## src/rtl/control_pkg.sv

```systemverilog
// control_pkg - opcode, state, alu_op and wb_sel encodings shared by the control sequencer.
package control_pkg;

  localparam logic [6:0] OP_IMM = 7'b0010011;
  localparam logic [6:0] OP     = 7'b0110011;
  localparam logic [6:0] LUI    = 7'b0110111;
  localparam logic [6:0] AUIPC  = 7'b0010111;
  localparam logic [6:0] JAL    = 7'b1101111;
  localparam logic [6:0] JALR   = 7'b1100111;
  localparam logic [6:0] BRANCH = 7'b1100011;
  localparam logic [6:0] LOAD   = 7'b0000011;
  localparam logic [6:0] STORE  = 7'b0100011;
  localparam logic [6:0] SYSTEM = 7'b1110011;

  typedef enum logic [2:0] {
    ST_IDLE   = 3'd0,
    ST_FETCH  = 3'd1,
    ST_DECODE = 3'd2,
    ST_EXEC   = 3'd3,
    ST_MEM    = 3'd4,
    ST_WB     = 3'd5,
    ST_HALT   = 3'd6
  } state_t;

  localparam int ALU_ADD  = 0;
  localparam int ALU_CMP  = 1;
  localparam int ALU_FUNC = 2;

  localparam logic [1:0] WB_ALU = 2'd0;
  localparam logic [1:0] WB_MEM = 2'd1;
  localparam logic [1:0] WB_PC4 = 2'd2;

  typedef struct packed {
    logic op_imm;
    logic op;
    logic lui;
    logic auipc;
    logic jal;
    logic jalr;
    logic branch;
    logic load;
    logic store;
    logic system;
  } op_class_t;

  function automatic logic writes_rd(input op_class_t c);
    return c.op | c.op_imm | c.load | c.lui | c.auipc | c.jal | c.jalr;
  endfunction

endpackage

```

## src/rtl/control_decode.sv

```systemverilog
// control_decode - combinational opcode to one-hot instruction class and legal flag.
module control_decode
  import control_pkg::*;
(
  input  logic [6:0] i_opcode,
  output op_class_t  o_class,
  output logic       o_legal
);

  always_comb begin
    o_class = '0;
    o_legal = 1'b1;
    case (i_opcode)
      OP_IMM:  o_class.op_imm = 1'b1;
      OP:      o_class.op     = 1'b1;
      LUI:     o_class.lui    = 1'b1;
      AUIPC:   o_class.auipc  = 1'b1;
      JAL:     o_class.jal    = 1'b1;
      JALR:    o_class.jalr   = 1'b1;
      BRANCH:  o_class.branch = 1'b1;
      LOAD:    o_class.load   = 1'b1;
      STORE:   o_class.store  = 1'b1;
      SYSTEM:  o_class.system = 1'b1;
      default: o_legal        = 1'b0;
    endcase
  end

endmodule

```

## src/rtl/control_fsm.sv

```systemverilog
// control_fsm - multi-cycle RV32I control sequencer with memory handshake, timeout and instret.
module control_fsm
  import control_pkg::*;
#(
  parameter int MEM_TIMEOUT = 0,
  parameter int TMO_W       = 8,
  parameter int CNT_W       = 32,
  parameter int ALU_OP_W    = 3
) (
  input  logic                clk,
  input  logic                reset,
  input  logic [6:0]          opcode,
  input  logic                cmp_out,
  input  logic                mem_ready,
  output logic [2:0]          state,
  output logic                mem_req,
  output logic                mem_we,
  output logic                mem_sel_d,
  output logic                ir_load,
  output logic                reg_re1,
  output logic                reg_re2,
  output logic                reg_we,
  output logic [1:0]          wb_sel,
  output logic                alu_sel1,
  output logic                alu_sel2,
  output logic [ALU_OP_W-1:0] alu_op,
  output logic                target_load,
  output logic                pc_enable,
  output logic                pc_load,
  output logic                halted,
  output logic                illegal,
  output logic                bus_err,
  output logic [CNT_W-1:0]    instret
);

  localparam logic [TMO_W-1:0] TMO = TMO_W'(MEM_TIMEOUT);

  state_t             r_state;
  state_t             w_next;
  logic               r_taken;
  logic [TMO_W-1:0]   r_wait;
  logic [CNT_W-1:0]   r_instret;
  logic               r_illegal;
  logic               r_bus_err;
  op_class_t          w_class;
  logic               w_legal;
  logic               w_in_access;
  logic               w_timeout;

  control_decode u_decode (
    .i_opcode (opcode),
    .o_class  (w_class),
    .o_legal  (w_legal)
  );

  assign w_in_access = (r_state == ST_FETCH) || (r_state == ST_MEM);
  // A ready arriving on the cycle the count hits the limit still completes the access.
  assign w_timeout   = (MEM_TIMEOUT != 0) && (r_wait == TMO) && !mem_ready;

  always_ff @(posedge clk or posedge reset) begin
    if (reset) r_state <= ST_IDLE;
    else       r_state <= w_next;
  end

  always_comb begin
    w_next = r_state;
    case (r_state)
      ST_IDLE:   w_next = ST_FETCH;
      ST_FETCH:  if (mem_ready)      w_next = ST_DECODE;
                 else if (w_timeout) w_next = ST_HALT;
      ST_DECODE: if (!w_legal || w_class.system) w_next = ST_HALT;
                 else                            w_next = ST_EXEC;
      ST_EXEC:   w_next = (w_class.load || w_class.store) ? ST_MEM : ST_WB;
      ST_MEM:    if (mem_ready)      w_next = ST_WB;
                 else if (w_timeout) w_next = ST_HALT;
      ST_WB:     w_next = ST_FETCH;
      ST_HALT:   w_next = ST_HALT;
      default:   w_next = ST_IDLE;
    endcase
  end

  // Wait counter is held at zero outside memory states, so it is clear on every entry.
  always_ff @(posedge clk or posedge reset) begin
    if (reset) begin
      r_wait    <= '0;
      r_taken   <= 1'b0;
      r_instret <= '0;
      r_illegal <= 1'b0;
      r_bus_err <= 1'b0;
    end else begin
      if (w_in_access && !mem_ready) r_wait <= r_wait + TMO_W'(1);
      else                           r_wait <= '0;
      if (r_state == ST_EXEC)                 r_taken   <= cmp_out;
      if (r_state == ST_WB)                   r_instret <= r_instret + CNT_W'(1);
      if (r_state == ST_DECODE && !w_legal)   r_illegal <= 1'b1;
      if (w_in_access && w_timeout)           r_bus_err <= 1'b1;
    end
  end

  always_comb begin
    mem_req     = 1'b0;
    mem_we      = 1'b0;
    mem_sel_d   = 1'b0;
    ir_load     = 1'b0;
    reg_re1     = 1'b0;
    reg_re2     = 1'b0;
    reg_we      = 1'b0;
    wb_sel      = WB_ALU;
    alu_sel1    = 1'b0;
    alu_sel2    = 1'b0;
    alu_op      = ALU_OP_W'(ALU_ADD);
    target_load = 1'b0;
    pc_enable   = 1'b0;
    pc_load     = 1'b0;
    halted      = 1'b0;
    case (r_state)
      ST_FETCH: begin
        mem_req = 1'b1;
        ir_load = mem_ready;
      end
      ST_DECODE: begin
        reg_re1     = 1'b1;
        reg_re2     = 1'b1;
        target_load = 1'b1;
      end
      ST_EXEC: begin
        alu_sel1    = !(w_class.auipc || w_class.jal);
        alu_sel2    = w_class.op || w_class.branch;
        target_load = w_class.jalr;
        if (w_class.branch)                    alu_op = ALU_OP_W'(ALU_CMP);
        else if (w_class.op || w_class.op_imm) alu_op = ALU_OP_W'(ALU_FUNC);
      end
      ST_MEM: begin
        mem_req   = 1'b1;
        mem_sel_d = 1'b1;
        mem_we    = w_class.store;
      end
      ST_WB: begin
        pc_enable = 1'b1;
        pc_load   = w_class.jal || w_class.jalr || (w_class.branch && r_taken);
        reg_we    = writes_rd(w_class);
        if (w_class.load)                     wb_sel = WB_MEM;
        else if (w_class.jal || w_class.jalr) wb_sel = WB_PC4;
      end
      ST_HALT: halted = 1'b1;
      default: ;
    endcase
  end

  assign state   = r_state;
  assign illegal = r_illegal;
  assign bus_err = r_bus_err;
  assign instret = r_instret;

endmodule

```

## config.mk

```make
export PLATFORM = sky130hd
export DESIGN_NAME = control_fsm
export DESIGN_NICKNAME = d
export VERILOG_FILES = /design/src/rtl/control_pkg.sv /design/src/rtl/control_decode.sv /design/src/rtl/control_fsm.sv
export SDC_FILE = /design/constraint.sdc
export NUM_CORES = 1
export LEC_CHECK = 0
export CORE_MARGIN = 2
export CORE_UTILIZATION = 40
export DETAILED_ROUTE_END_ITERATION = 10
export PLACE_DENSITY = 0.71
export SYNTH_ARGS = -nofsm -noshare
export SYNTH_HDL_FRONTEND = slang
export SYNTH_SLANG_ARGS = --single-unit
export TNS_END_PERCENT = 10
```

## constraint.sdc

```tcl
create_clock -name clk -period 1.7 [get_ports clk]
set_input_delay 0.34 -clock clk [delete_from_list [all_inputs] [get_ports clk]]
set_output_delay 0.34 -clock clk [all_outputs]
set_load 0.1 [all_outputs]
```

# ---- After elaboration in Yosys (flattened, before gate mapping)
# Cells that the tools add are included.
dict set report totals {
  register_bits 37
  in_bits 11
  output_inout_bits 55
  wordCells 79
}
dict set report classes {
  addsub 1
  eq_ne 18
  mux 34
  bitwise 6
  n_reduce_logical 16
}
# cell n
set op_table {}
lappend op_table {{$add 32x1->32 const B} 1}
lappend op_table {{$eq 7x7->1 const B} 4}
lappend op_table {{$mux 1} 23}
lappend op_table {{$eq 7x6->1 const B} 3}
lappend op_table {{$pmux 3 s6} 1}
lappend op_table {{$eq 7x5->1 const B} 2}
lappend op_table {{$mux 2} 6}
lappend op_table {{$reduce_or 10->1} 1}
lappend op_table {{$eq 3x3->1 const B} 3}
lappend op_table {{$mux 3} 3}
lappend op_table {{$eq 7x2->1 const B} 1}
lappend op_table {{$logic_or 1x1->1} 7}
lappend op_table {{$eq 3x2->1 const B} 2}
lappend op_table {{$or 1x1->1} 6}
lappend op_table {{$ne 2x2->1 const B} 2}
lappend op_table {{$reduce_or 2->1} 2}
lappend op_table {{$eq 3x1->1 const B} 1}
lappend op_table {{$logic_not 3->1} 1}
lappend op_table {{$logic_and 1x1->1} 2}
lappend op_table {{$logic_not 1->1} 2}
lappend op_table {{$pmux 1 s2} 1}
lappend op_table {{$reduce_and 2->1} 1}

# ---- Logic depth before layout (Yosys ltp)
dict set report depth {
  word_depth 9
  ltp_mapped 5
}

# ---- Cells and area by module
# A second synthesis with hierarchy kept.
dict set report unflattened {
  hier_cells 208
  area_unflattened_um2 2105.8
}
# mod n_inst cells_each area_per_inst_um2 seq_area_each_um2
set by_module_without_submodules {}
lappend by_module_without_submodules {control_fsm 1 183 1964.4 925.9}
lappend by_module_without_submodules {control_decode 1 25 141.4 0.0}

# ---- Least setup slack after synthesis
# No wires, ideal clock.
dict set report synth_timing {
  path_type {reg2out}
  from {register r_state[2] (netlist: state[2])}
  to {output port mem_we}
  arrival_ns 5.059
  slack_ns -3.699
  path_stages_with_launch 5
  path_cell_list {dfrtp_1 clkbuf_1 nor3b_1 nand2_1 nor2_1}
}
dict set report synth_via {
  elab_chain_len 2
}
# item line_no
set synth_rtl {}
lappend synth_rtl {{start, declared} control_fsm.sv:38} ;# state_t r_state;
lappend synth_rtl {{start signal, assigned} control_fsm.sv:62} ;# else r_state <= w_next;
lappend synth_rtl {{$eq 3x3->1} control_fsm.sv:116} ;# case (r_state)
lappend synth_rtl {{$mux 1} control_fsm.sv:116}
lappend synth_rtl {{end, declared} control_fsm.sv:17} ;# output logic mem_we,
# No other way between the ends.

# ---- Worst setup path after layout
dict set report layout_timing {
  from {register r_state[2] (netlist: state[2])}
  to {output port alu_sel2}
}
dict set report layout_via {
  elab_chain_len 2
}
# item line_no
set layout_rtl {}
lappend layout_rtl {{$eq 3x2->1} control_fsm.sv:116}
lappend layout_rtl {{$mux 1} control_fsm.sv:116}
lappend layout_rtl {{end, declared} control_fsm.sv:25} ;# output logic alu_sel2,
# No other way between the ends.

==> impl_metrics.yaml <==
logic_synthesis:
  mappedNetlistArea_um2: 2030
  synth_top_flop_cell: "dfrtp_1"
  synth_top_area_share_pct: 45.6
  avgSynthCellArea_um2: 10.0
  ys_ff_latch: 37
  yosysWarnings: 0
  synth_edf_count: 0
  syn_inst: 203
  ys_async_sr_fraction_pct: 100
  yosysSeqAreaShare_pct: 45.6
  netlist_top_cells_area: "dfrtp_1 (46%), xnor2_1 (12%), nand4_1 (3.7%), nand2_1 (3.3%), nand3_1 (3.0%)"
  synth_largest_area_cell: "dfrtp_1"
  synth_cell_types: 40
power_and_ir_drop:
  clkPwrFrac_pct: 12.4
  pwr-share-comb_pct: 66.8
  p_per_area_nw_per_um2: 1390
  p_leak_nw: 1.76
  power.total_mw: 5.47
  switchingPower_mw: 2.74
  ir_drop_mv: 1.65
  swShare_pct: 50.1
  p_int_mw: 2.73
  seqPwrFrac_pct: 20.9
floorplan:
  core_area_um2: 4820
  ios: 66
  die_area_um2: 5670
  initial_utilization_pct: 42.2
  rows: 25
  die_h_um: 75.3
  die_w_um: 75.3
route:
  wl_mm: 6.72
  drt_iter0_drc: 119
  num_vias: 2025
  drc: 0
  wl_per_cell_um: 17.7
  ant_nets: 0
  firstDrtPassIters: 4
  viasPerCell: 5.34
setup_path:
  endpoint_kind: "primary output"
  cp.required_ns: 1.36
  crit_fanout: 3
  worst-setup-path-type: "flop to primary output"
  ff2ff_setup_slack_ns: -0.06
  crit_arrival_ns: 1.81
  cp-start-kind: "flop"
  reg2regPathDepth: 9
  regToRegStartpoint: "state[2]"
  reg2reg_to: "instret[11]"
clocking:
  cts_buffers: 5
  clk_path_buf_depth: 2
  clk_pin_slew_worst_paths_ns: 0.08
  root_buffer: "clkbuf_8"
  cts.sinks: 37
  clk_latency_ns: 0.31
  h-tree-depth: 2
  cts_tree: "built"
placed_design:
  portBuffers: 63
  dpl.cell_count: 365
  dp_slack_ns: -0.542
  place_hpwl_mm: 4.48
  finalWeightedCongestion: 0.820
sta:
  slew_violations: 0
  finalCriticalPeriod_ns: 2.15
  post-route-worst-setup-slack_ns: -0.449
  finalSetupViolations: 28
  rsz0062_at_grt: "yes"
  fin_skew_ns: 0.0171
  fmax_ghz: 0.465
  fin_crit_sh_pct: 126
  fin_tns_setup_ns: -5.13
  hold_viol: 0
finish:
  fin_cells: 379
  n_antenna_cell: 0
  layout.nets: 323
  finalCoreUtilization_pct: 81.9
  area_growth_pct: 94.2
  layout-drive-gt1-share_pct: 46.2
run_status:
  outcome: "finished, violations left"
  violations: "negative setup slack"
global_routing:
  grt_pass1_vias: 2071
  grt_max_degree: 38
  grt_pass1_wl_mm: 10.5
  antenna_found_initial: 0
  grt.overflow.total: 0
  grt_usage_pct: 25.2
min_path:
  hp-class: "input port to async pin"
flow_run:
  cap_violations: 0
cell usage after synthesis, types with 2 or more instances:
cell / number
nand4_4: 2
nand4b_1: 2
a21o_1: 3
a31oi_1: 2
nor4_4: 2
nand4_1: 12
and4_1: 2
and3b_1: 2
nor2_1: 14
nand3_1: 12
a21oi_1: 3
nor3_1: 6
and2_1: 3
buf_4: 3
inv_1: 6
xor2_1: 5
dfrtp_1: 37
clkbuf_1: 6
a211oi_1: 2
nor3b_1: 5
xnor2_1: 28
nand2_1: 18
o21ai_0: 4
nand2b_1: 2
nand3b_1: 3
and3_1: 5
power by group through the flow:
| stage | Combinational [mW] | Clock, mW | Sequential, mW |
|---|---|---|---|
| floorplan | 1.20 | 0 | 1.91 |
| global placement | 3.25 | 0 | 1.12 |
| detailed placement | 3.28 | 0 | 1.13 |
| CTS | 3.39 | 0.671 | 1.13 |
| global route | 3.78 | 0.709 | 1.15 |
| finish | 3.65 | 0.676 | 1.14 |
how the worst max path moves through the flow:
stage / start / end / slack, ns / depth (start not counted)
finish: state[2] / alu_sel2 / -0.45 / 5
global route: state[2] / alu_op[1] / -0.50 / 5
CTS: state[2] / alu_op[1] / -0.44 / 5
detailed placement: opcode[0] / wb_sel[0] / -0.54 / 5
global placement: opcode[2] / wb_sel[0] / -0.48 / 5
floorplan: state[1] / mem_we / -1.13 / 4
layer usage:
metal | routed length (um) | global-route usage [%] | part of all wire [%]
met1 | 2870 | 34.2 | 43
met2 | 3430 | 38.8 | 51
met3 | 283 | 5.89 | 4.2
met4 | 137 | 10.5 | 2.0
met5 | 0 | 0 | 0
cell type report:
type / count / area, um^2
clock buffer: 6 / 82.6
inverter: 6 / 31.3
timing repair buffer: 110 / 1590
sequential: 37 / 937
multi-input combinational: 151 / 1210
clock inverter: 2 / 13.8
tap: 67 / 83.8
fill: 274 / 872
what timing repair did:
| item | CTS | global route |
|---|---|---|
| cloned | 0 | 0 |
| pin swaps | 8 | 15 |
| setup endpoints to repair | 24 | 37 |
| hold buffers | 0 | 0 |
| setup buffers | 3 | 3 |
| gates resized for setup | 26 | 15 |
kinds of logic (layout without fill, tap and decap cells):
family / Yosys count / count (layout) / share of synthesized area (%)
flops: 37 / 37 / 45.6
other cells: 1 / 2 / 0.185
compound gates: 17 / 17 / 5.48
buf+inv: 16 / 124 / 3.57
simple gates: 97 / 97 / 29.8
fa+ha+maj: 1 / 1 / 0.616
xor+xnor: 33 / 33 / 14.2
mux: 1 / 1 / 0.554
placed cells by master, fill, tap and decap left out, types with 4 or more instances in the layout:
cell type and n:
dfrtp_1 34, nand2_1 16, xor2_1 5, o21ai_0 4
nand3_1 12, clkbuf_8 6, dlygate4sd2_1 4, buf_12 57
nor3_4 4, inv_1 4, xnor2_1 28, buf_6 7
buf_4 36, nand4_1 12, nor2_1 9, and3_1 4
per-stage QoR:
step	instance area [um^2]	hold slack [ns]
6_report	3950	0.381
5_1_grt	3950	0.404
4_1_cts	3850	0.404
3_5_place_dp	3670	0.522
3_3_place_gp	3670	0.497
2_1_floorplan	2180	0.480
critical path, stage by stage (launching register included):
cell and delay (ns):
dfrtp_4 0.49, nor2b_4 0.13, nand2_2 0.07, or3_4 0.38, nor3_4 0.23, buf_12 0.20
sequential cells by signal, summed over array words and instances, names as in the netlist:
register,flops
illegal,1
state,3
r_taken,1
instret,32
Power figures use the tool's default switching activity.
